[src/rtl/dsp_multadd_acc_nlane.sv]
// N-lane pipelined multiply-add-accumulate with per-lane coefficient banks,
// optional input/output registers, round/shift, saturation and overflow flag.
module dsp_multadd_acc_nlane #(
  parameter int    NUM_LANES     = 2,
  parameter int    A_WIDTH       = 10,
  parameter int    B_WIDTH       = 9,
  parameter int    ACC_WIDTH     = 24,
  parameter int    Z_WIDTH       = 19,
  parameter string INPUT_REG_EN  = "TRUE",
  parameter string OUTPUT_REG_EN = "TRUE",
  parameter logic [NUM_LANES*4*A_WIDTH-1:0] COEFF_INIT = '0
) (
  input  logic                           CLK,
  input  logic                           RESET,
  input  logic                           VALID_IN,
  input  logic [NUM_LANES*A_WIDTH-1:0]   A,
  input  logic [NUM_LANES*B_WIDTH-1:0]   B,
  input  logic [2:0]                     FEEDBACK,
  input  logic                           LOAD_ACC,
  input  logic                           SUBTRACT,
  input  logic                           UNSIGNED_A,
  input  logic                           UNSIGNED_B,
  input  logic [$clog2(ACC_WIDTH)-1:0]   SHIFT_RIGHT,
  input  logic                           ROUND,
  input  logic                           SATURATE,
  output logic [Z_WIDTH-1:0]             Z,
  output logic                           VALID_OUT,
  output logic [NUM_LANES*B_WIDTH-1:0]   DLY_B,
  output logic                           OVERFLOW
);
  localparam bit IN_REG  = (INPUT_REG_EN == "TRUE");
  localparam bit OUT_REG = (OUTPUT_REG_EN == "TRUE");
  localparam int SH_W    = $clog2(ACC_WIDTH);
  localparam int PW      = A_WIDTH + B_WIDTH + 2;
  localparam int RW      = ACC_WIDTH + 1;

  typedef struct packed {
    logic            valid;
    logic [2:0]      feedback;
    logic            load_acc;
    logic            subtract;
    logic            unsigned_a;
    logic            unsigned_b;
    logic [SH_W-1:0] shift;
    logic            round;
    logic            saturate;
  } ctrl_t;

  ctrl_t                         ctrl_in, ctrl_s0;
  logic [NUM_LANES*A_WIDTH-1:0]  a_s0;
  logic [NUM_LANES*B_WIDTH-1:0]  b_s0;
  logic [NUM_LANES*B_WIDTH-1:0]  dly_b_reg;

  assign ctrl_in = '{valid: VALID_IN, feedback: FEEDBACK, load_acc: LOAD_ACC,
                     subtract: SUBTRACT, unsigned_a: UNSIGNED_A, unsigned_b: UNSIGNED_B,
                     shift: SHIFT_RIGHT, round: ROUND, saturate: SATURATE};

  always_ff @(posedge CLK) begin
    if (RESET) dly_b_reg <= '0;
    else       dly_b_reg <= B;
  end
  assign DLY_B = dly_b_reg;

  generate
    if (IN_REG) begin : g_in_reg
      ctrl_t                        ctrl_reg;
      logic [NUM_LANES*A_WIDTH-1:0] a_reg;
      always_ff @(posedge CLK) begin
        if (RESET) begin
          ctrl_reg <= '0;
          a_reg    <= '0;
        end else begin
          ctrl_reg <= ctrl_in;
          a_reg    <= A;
        end
      end
      assign ctrl_s0 = ctrl_reg;
      assign a_s0    = a_reg;
      assign b_s0    = dly_b_reg;
    end else begin : g_in_comb
      assign ctrl_s0 = ctrl_in;
      assign a_s0    = A;
      assign b_s0    = B;
    end
  endgenerate

  // Per-lane products, extended one bit so signed/unsigned share one signed multiply.
  logic [ACC_WIDTH-1:0] prod [NUM_LANES];
  generate
    for (genvar gi = 0; gi < NUM_LANES; gi++) begin : g_lane
      logic [A_WIDTH-1:0]        coeff [4];
      logic [A_WIDTH-1:0]        op_a;
      logic [B_WIDTH-1:0]        op_b;
      logic signed [A_WIDTH:0]   a_x;
      logic signed [B_WIDTH:0]   b_x;
      logic signed [PW-1:0]      p;
      for (genvar gk = 0; gk < 4; gk++) begin : g_coeff
        assign coeff[gk] = COEFF_INIT[(gi*4+gk)*A_WIDTH +: A_WIDTH];
      end
      assign op_a = ctrl_s0.feedback[2] ? coeff[ctrl_s0.feedback[1:0]]
                                        : a_s0[gi*A_WIDTH +: A_WIDTH];
      assign op_b = b_s0[gi*B_WIDTH +: B_WIDTH];
      assign a_x  = {~ctrl_s0.unsigned_a & op_a[A_WIDTH-1], op_a};
      assign b_x  = {~ctrl_s0.unsigned_b & op_b[B_WIDTH-1], op_b};
      assign p    = a_x * b_x;
      assign prod[gi] = ACC_WIDTH'(p);
    end
  endgenerate

  logic [ACC_WIDTH-1:0] sum, base, acc_next;
  logic [ACC_WIDTH-1:0] acc_reg;
  always_comb begin
    sum = '0;
    for (int l = 0; l < NUM_LANES; l++) sum = sum + prod[l];
    base     = ctrl_s0.load_acc ? '0 : acc_reg;
    acc_next = ctrl_s0.subtract ? base - sum : base + sum;
  end

  // Output-path controls travel with the beat and only change on valid beats,
  // so an unregistered output stage still holds its value between beats.
  logic            v1_reg, dom_u_reg, round_reg, sat_reg;
  logic [SH_W-1:0] shift_reg;
  always_ff @(posedge CLK) begin
    if (RESET) begin
      v1_reg    <= 1'b0;
      acc_reg   <= '0;
      dom_u_reg <= 1'b0;
      round_reg <= 1'b0;
      sat_reg   <= 1'b0;
      shift_reg <= '0;
    end else begin
      v1_reg <= ctrl_s0.valid;
      if (ctrl_s0.valid) begin
        acc_reg   <= acc_next;
        dom_u_reg <= ctrl_s0.unsigned_a & ctrl_s0.unsigned_b;
        round_reg <= ctrl_s0.round;
        sat_reg   <= ctrl_s0.saturate;
        shift_reg <= ctrl_s0.shift;
      end
    end
  end

  logic signed [RW-1:0] acc_x, rnd, r;
  logic [RW-1:0]        shifted;
  logic                 fits;
  logic [Z_WIDTH-1:0]   sat_val, z_calc;
  always_comb begin
    acc_x   = {~dom_u_reg & acc_reg[ACC_WIDTH-1], acc_reg};
    rnd     = (round_reg && shift_reg != '0) ? (RW'(1) << (shift_reg - SH_W'(1))) : '0;
    r       = acc_x + rnd;
    shifted = dom_u_reg ? (r >> shift_reg) : (r >>> shift_reg);
    if (dom_u_reg) begin
      fits    = ~|shifted[RW-1:Z_WIDTH];
      sat_val = '1;
    end else begin
      fits    = (&shifted[RW-1:Z_WIDTH-1]) | ~(|shifted[RW-1:Z_WIDTH-1]);
      sat_val = shifted[RW-1] ? {1'b1, {(Z_WIDTH-1){1'b0}}} : {1'b0, {(Z_WIDTH-1){1'b1}}};
    end
    z_calc = (!fits && sat_reg) ? sat_val : shifted[Z_WIDTH-1:0];
  end

  generate
    if (OUT_REG) begin : g_out_reg
      logic [Z_WIDTH-1:0] z_reg;
      logic               ovf_reg, vout_reg;
      always_ff @(posedge CLK) begin
        if (RESET) begin
          z_reg    <= '0;
          ovf_reg  <= 1'b0;
          vout_reg <= 1'b0;
        end else begin
          vout_reg <= v1_reg;
          if (v1_reg) begin
            z_reg   <= z_calc;
            ovf_reg <= ~fits;
          end
        end
      end
      assign Z         = z_reg;
      assign OVERFLOW  = ovf_reg;
      assign VALID_OUT = vout_reg;
    end else begin : g_out_comb
      assign Z         = z_calc;
      assign OVERFLOW  = ~fits;
      assign VALID_OUT = v1_reg;
    end
  endgenerate
endmodule

[config.mk]
export PLATFORM = sky130hd
export DESIGN_NAME = dsp_multadd_acc_nlane
export DESIGN_NICKNAME = d
export VERILOG_FILES = /design/src/rtl/dsp_multadd_acc_nlane.sv
export SDC_FILE = /design/constraint.sdc
export NUM_CORES = 1
export LEC_CHECK = 0
export ABC_AREA = 1
export ABC_CLOCK_PERIOD_IN_PS = 9300
export CORE_MARGIN = 8
export CORE_UTILIZATION = 30
export CTS_CLUSTER_SIZE = 20
export DETAILED_ROUTE_END_ITERATION = 8
export HOLD_SLACK_MARGIN = 0.08
export SETUP_SLACK_MARGIN = 0.4
export SLEW_MARGIN = 10
export SYNTH_ARGS = -nofsm -noshare
export SYNTH_HDL_FRONTEND = slang
export SYNTH_SLANG_ARGS = --single-unit
[constraint.sdc]
create_clock -name CLK -period 9.3 [get_ports CLK]
set_clock_uncertainty 0.05 [all_clocks]
set_input_delay 0.93 -clock CLK [delete_from_list [all_inputs] [get_ports CLK]]
set_output_delay 0.93 -clock CLK [all_outputs]
set_load 0.005 [all_outputs]
After elaboration in Yosys (flattened, before gate mapping)
Cells that the tools add are included.

Shift operators: 3. Add/sub/neg operators: 5. Multiply operators: 2. Multiplexer cells: 13. Reduce and logical (&&, ||, !) cells: 8. Magnitude comparators: 1. Bitwise gates (word level): 13.

Operators by type and width (count): $mux 19 (3); $mux 25 (2); $mux 24 (2); $mul 11x10->21 (2); $mux 10 (4); $add 25x25->25 (1); $shl 1x5->25 const A (1); $shr 25x5->25 (1); $sshr 25x5->25 (1); $add 24x24->24 (1); $sub 24x24->24 (1); $add 21x21->22 (1); $bmux 10 s2 (1); $reduce_and 7->1 (1); $reduce_or 7->1 (1); $and 1x1->1 (6); $reduce_or 6->1 (1); $not 1->1 (5); $reduce_bool 5->1 (1); $sub 5x1->5 const B (1); $ge 3x3->1 const B (1); $not 2->3 (1); $logic_and 1x1->1 (2); $logic_not 1->1 (2); other kinds (2) (2).

Flip-flop bits (word level): 107. Logic and storage cells: 65. Output and inout port bits: 39. Input port bits: 55.

Logic depth before layout (Yosys ltp)
Depth after elaboration: 13. Gate-level depth with buffers: 47. Gate-level depth less buffers: 45.

Worst setup path before layout
OpenSTA, ideal clock, no wires.

Path type: register -> register. Start point: register g_in_reg.ctrl_reg, in the netlist ctrl_s0[13]. End point: register acc_reg[23]. Data arrival time: 8.366 ns. Period minus slack after synthesis: 8.529 ns. Slack: 0.771 ns. Required time: 9.137 ns. Cell stages (with the launch flop): 44. Setup time: 0.113 ns. Buffers on the path: 2. Cells stage by stage: dfxtp_1 inv_1 clkbuf_1 buf_1 nand2_1 inv_1 nand2_1 fa_1 inv_1 fa_1 inv_1 fa_1 inv_1 fa_1 fa_1 fa_1 inv_1 fa_1 [... 8 more ...] nor2_1 nand2_1 o31ai_1 xor2_1 inv_1 ha_1 nand4_1 o221ai_1 a21oi_1 o21ai_0 nand3_1 nand2_1 nand3b_1 nand3_1 xor2_1 nor2_1 o21ai_1 inv_1.

Word-level cells in the longest chain between the ends: 6. Elaborated cells on any way between the ends: 10. Those cells by class: add/sub: 3; mul: 2; mux: 3; bitwise: 2.

RTL lines: start: declaration (line 66) `ctrl_t ctrl_reg;`; start signal: assignment (line 73) `ctrl_reg <= ctrl_in;`; $mux 10 (line 100) `assign op_a = ctrl_s0.feedback[2] ? coeff[ctrl_s0.feedback[1:0]]`; $and 1x1->1 (line 103) `assign a_x = {~ctrl_s0.unsigned_a & op_a[A_WIDTH-1], op_a};`; $mul 11x10->21 (line 105) `assign p = a_x * b_x;`; $add 21x21->22 * (line 114) `for (int l = 0; l < NUM_LANES; l++) sum = sum + prod[l];`; $add 24x24->24 or $sub 24x24->24 (tied branches) (line 116) `acc_next = ctrl_s0.subtract ? base - sum : base + sum;`; $mux 24 * (line 116); end signal: assignment (line 134) `acc_reg <= acc_next;`; end: declaration (line 111) `logic [ACC_WIDTH-1:0] acc_reg;`.

Every way passes the cells marked *; elsewhere a longest branch is shown, timed or not. A chain may end at the register's enable or synchronous reset.

Final worst setup path
Same ends and word-level chain as after synthesis.

==> reports/metrics.yaml <==
detailed_routing:
  wl_per_cell_um: 14.3
  ant_nets: 0
  routed-via-count: 14727
  post-route-drc-count: 0
  first_iter_violations: 725
  wirelength_mm: 47.0
  firstDrtPassIters: 5
  viasPerCell: 4.50
cells_and_area:
  final_design_area_excluding_fillers_mm2: 0.0197
  layout.nets: 2935
  area.growth.synth_to_final_pct: 14.1
  fraction_of_layout_cells_with_a_size_suffix_above_1_pct: 6.29
  antenna-diode-count: 0
  number_of_flip_flops_under_the_largest_register_name: 24
  n_fill_cell: 6245
worst_setup_path:
  startpoint_type: "flop"
  r2r_slack_ns: 0.85
  critPathKind: "flop to flop"
  depth_of_the_worst_register_to_register_path: 43
  cp_data_arrival_time_ns: 8.69
  critical-path-slowest-cell: "sky130_fd_sc_hd__fa_1"
  critical_path.max_fanout: 20
  required_time_worst_endpoint_ns: 9.54
  endpoint_kind: "flop"
  worstReg2RegStart: "ctrl_s0[13]$_SDFF_PP0_"
  crit-reg2reg-capture: "acc_reg[23]$_SDFFE_PP0P_"
  max_incr_delay_on_cp_ns: 0.54
  path_common_cell: "sky130_fd_sc_hd__inv_1"
hold_path:
  holdCritStartpoint: "Z[18]$_SDFFE_PP0P_"
  timing.hold.worst.class: "flop to flop"
  hold_path_depth: 2
  holdPathEnd: "Z[18]$_SDFFE_PP0P_"
global_routing:
  antenna_found_initial: 0
  grt_pass1_vias: 15087
  grt_start_max_net_pins: 78
  grt_overflow_total: 0
  grt_use_total_pct: 14.4
  grt_first_pass_wirelength_mm: 77.0
logic_synthesis:
  ys_dominant_reg_cell: "sky130_fd_sc_hd__dfxtp_1"
  number_of_enable_flip_flop_cells_after_synthesis: 0
  synth.cells.most_frequent: "sky130_fd_sc_hd__inv_1, sky130_fd_sc_hd__nand2_1, sky130_fd_sc_hd__nor2_1"
  netlist_instances: 2419
  synthTopCellsByArea: "sky130_fd_sc_hd__fa_1, sky130_fd_sc_hd__dfxtp_1, sky130_fd_sc_hd__inv_1"
  synth_seq_area_share_pct: 12.2
  number_of_warnings_printed_during_yosys_synthesis: 0
  synth_area_mm2: 0.0173
  syn-mean-instance-area_um2: 7.14
  post-synth-top-area-cell: "sky130_fd_sc_hd__fa_1"
  netlist-cell-type-count: 51
  netlist.area_leader.share_pct: 28.6
  synthesis.nets: 2848
  ys_ff_latch: 105
  synth_most_common_cell: "sky130_fd_sc_hd__inv_1"
  async_sr_flop_fraction_pct: 0
place:
  dp.final_hpwl_mm: 40.2
  place_area_mm2: 0.0192
  globalplace.congestion: 0.916
  place.port_buffers: 91
timing:
  setup_tns_final_ns: 0
  worst_slew_pin_slew_ns: 0.837
  timing.fmax_ghz: 0.118
  rsz0062_at_grt: "yes"
  min_period_ns: 8.45
  finalHoldViolCount: 0
  report.final.slew_viol_count: 0
  fin_crit_sh_pct: 90.9
  setup_violators_final: 0
  max-slew-margin-rel_pct: 44.2
floorplan:
  die_area_mm2: 0.0655
  fp.coreArea_mm2: 0.0573
  initial_utilization_pct: 30.2
  design.portCount: 94
  dieWidth_um: 256
  die-height_um: 256
  fp-row-count: 88
cts:
  cts_htree_levels: 3
  clk_pin_slew_ns: 0.08
  cts_buffer_depth: 2
  postCtsHoldBufs: 0
  clock-sinks: 105
  cts_tree: "built"
  skew_pair_late_insertion_delay_ns: 0.40
  clockRootBuffer: "sky130_fd_sc_hd__clkbuf_16"
  cts_inserted_buffers: 9
power_and_ir_drop:
  static-leakage-power_nw: 10.4
  vdd_ir_drop_max_mv: 0.188
  power_density_mw_per_mm2: 175
outcome:
  run_status: "complete, no violations"
job:
  maxCapViolations: 0
-- critical path, delay by kind of cell, from the launching register on --
kind                     cells  cell delay [ns]
adder cells (fa/ha/maj)      9             4.08
XOR/XNOR                     3             0.61
AO/OA/AOI/OAI                6             0.91
flip-flops                   1             0.31
buffers and inverters       11             0.86
AND/OR/NAND/NOR             14             1.50
-- layout by cell type, fill, tap and decap left out, drive strengths merged, types with 3 or more instances in the layout --
| cell | instances |
|---|---|
| nand4 | 18 |
| a21oi | 113 |
| dfxtp | 105 |
| nand3b | 4 |
| nor3 | 16 |
| o21ai | 105 |
| nor2 | 327 |
| clkdlybuf4s50 | 90 |
| or2 | 7 |
| a31oi | 11 |
| a21o | 3 |
| ha | 127 |
| o31ai | 5 |
| o211ai | 7 |
| nand2 | 476 |
| clkbuf | 10 |
| xor2 | 55 |
| o221ai | 5 |
| xnor2 | 30 |
| fa | 247 |
| o21a | 3 |
| clkinv | 9 |
| buf | 47 |
| inv | 564 |
| nand3 | 104 |
| nor4 | 3 |
| o21bai | 3 |
| and2 | 4 |
-- cell families after synthesis --
kind of cell / after synthesis / synth area share (%)
AOI/OAI and AO/OA: 263 / 8.51
and+or+nand+nor: 960 / 23.2
xor gates and xnor gates: 85 / 4.31
muxes: 2 / 0.116
buffers and inverters: 630 / 13.9
DFF: 105 / 12.2
adders and majority gates: 374 / 37.8
-- final cells by class --
type / instances / area, um2 / area share [%]
Clock buffer: 10 / 229 / 1.16
Clock inverter: 6 / 82.6 / 0.419
Inverter: 569 / 2140 / 10.9
Multi-Input combinational cell: 1684 / 12900 / 65.6
Sequential cell: 105 / 2100 / 10.7
Tap cell: 765 / 957 / 4.86
Timing Repair Buffer: 137 / 1260 / 6.41
-- metrics by stage --
stage / total power [mW] / util, % / cells / hold slack, ns / setup slack, ns
2_1_floorplan: 2.39 / - / 2419 / 0.381 / 0.771
3_3_place_gp: 2.88 / 33.5 / 3252 / 0.394 / 0.531
3_5_place_dp: 2.89 / 33.5 / 3252 / 0.410 / 0.545
4_1_cts: 3.34 / 34.0 / 3268 / 0.423 / 0.469
5_1_grt: 3.84 / 34.4 / 3276 / 0.450 / 0.377
6_report: 3.45 / 34.4 / 3276 / 0.420 / 0.849
-- metal layers --
metal / up-vias / GRT usage [%] / part of all wire [%]
met4: 0 / 4.12 / 2.5
met1: 6921 / 17.9 / 45
met2: 279 / 25.5 / 48
met5: - / 0 / 0
met3: 67 / 2.55 / 4.2
li1: 7460 / - / -
-- power breakdown --
part	internal, mW	switching [mW]
logic	0.982	1.52
registers	0.491	0.0366
clock network	0.216	0.212
total	1.69	1.77
-- worst max path at each step --
stage                      startpoint                  endpoint  slack, ns  cells past startpoint
5_1_grt        ctrl_s0[13]$_SDFF_PP0_  acc_reg[22]$_SDFFE_PP0P_       0.38                     38
3_5_place_dp   ctrl_s0[13]$_SDFF_PP0_  acc_reg[23]$_SDFFE_PP0P_       0.54                     42
6_report       ctrl_s0[13]$_SDFF_PP0_  acc_reg[23]$_SDFFE_PP0P_       0.85                     43
3_3_place_gp   ctrl_s0[13]$_SDFF_PP0_  acc_reg[23]$_SDFFE_PP0P_       0.53                     42
4_1_cts        ctrl_s0[13]$_SDFF_PP0_  acc_reg[23]$_SDFFE_PP0P_       0.47                     42
2_1_floorplan  ctrl_s0[13]$_SDFF_PP0_  acc_reg[23]$_SDFFE_PP0P_       0.77                     43
-- timing repair --
item / CTS / global route
setup endpoints to repair: 0 / 6
endpoints found under the hold margin: 0 / 0
resized for setup: 0 / 42
setup buffers: 0 / 8
(Power assumes the default switching activity.)
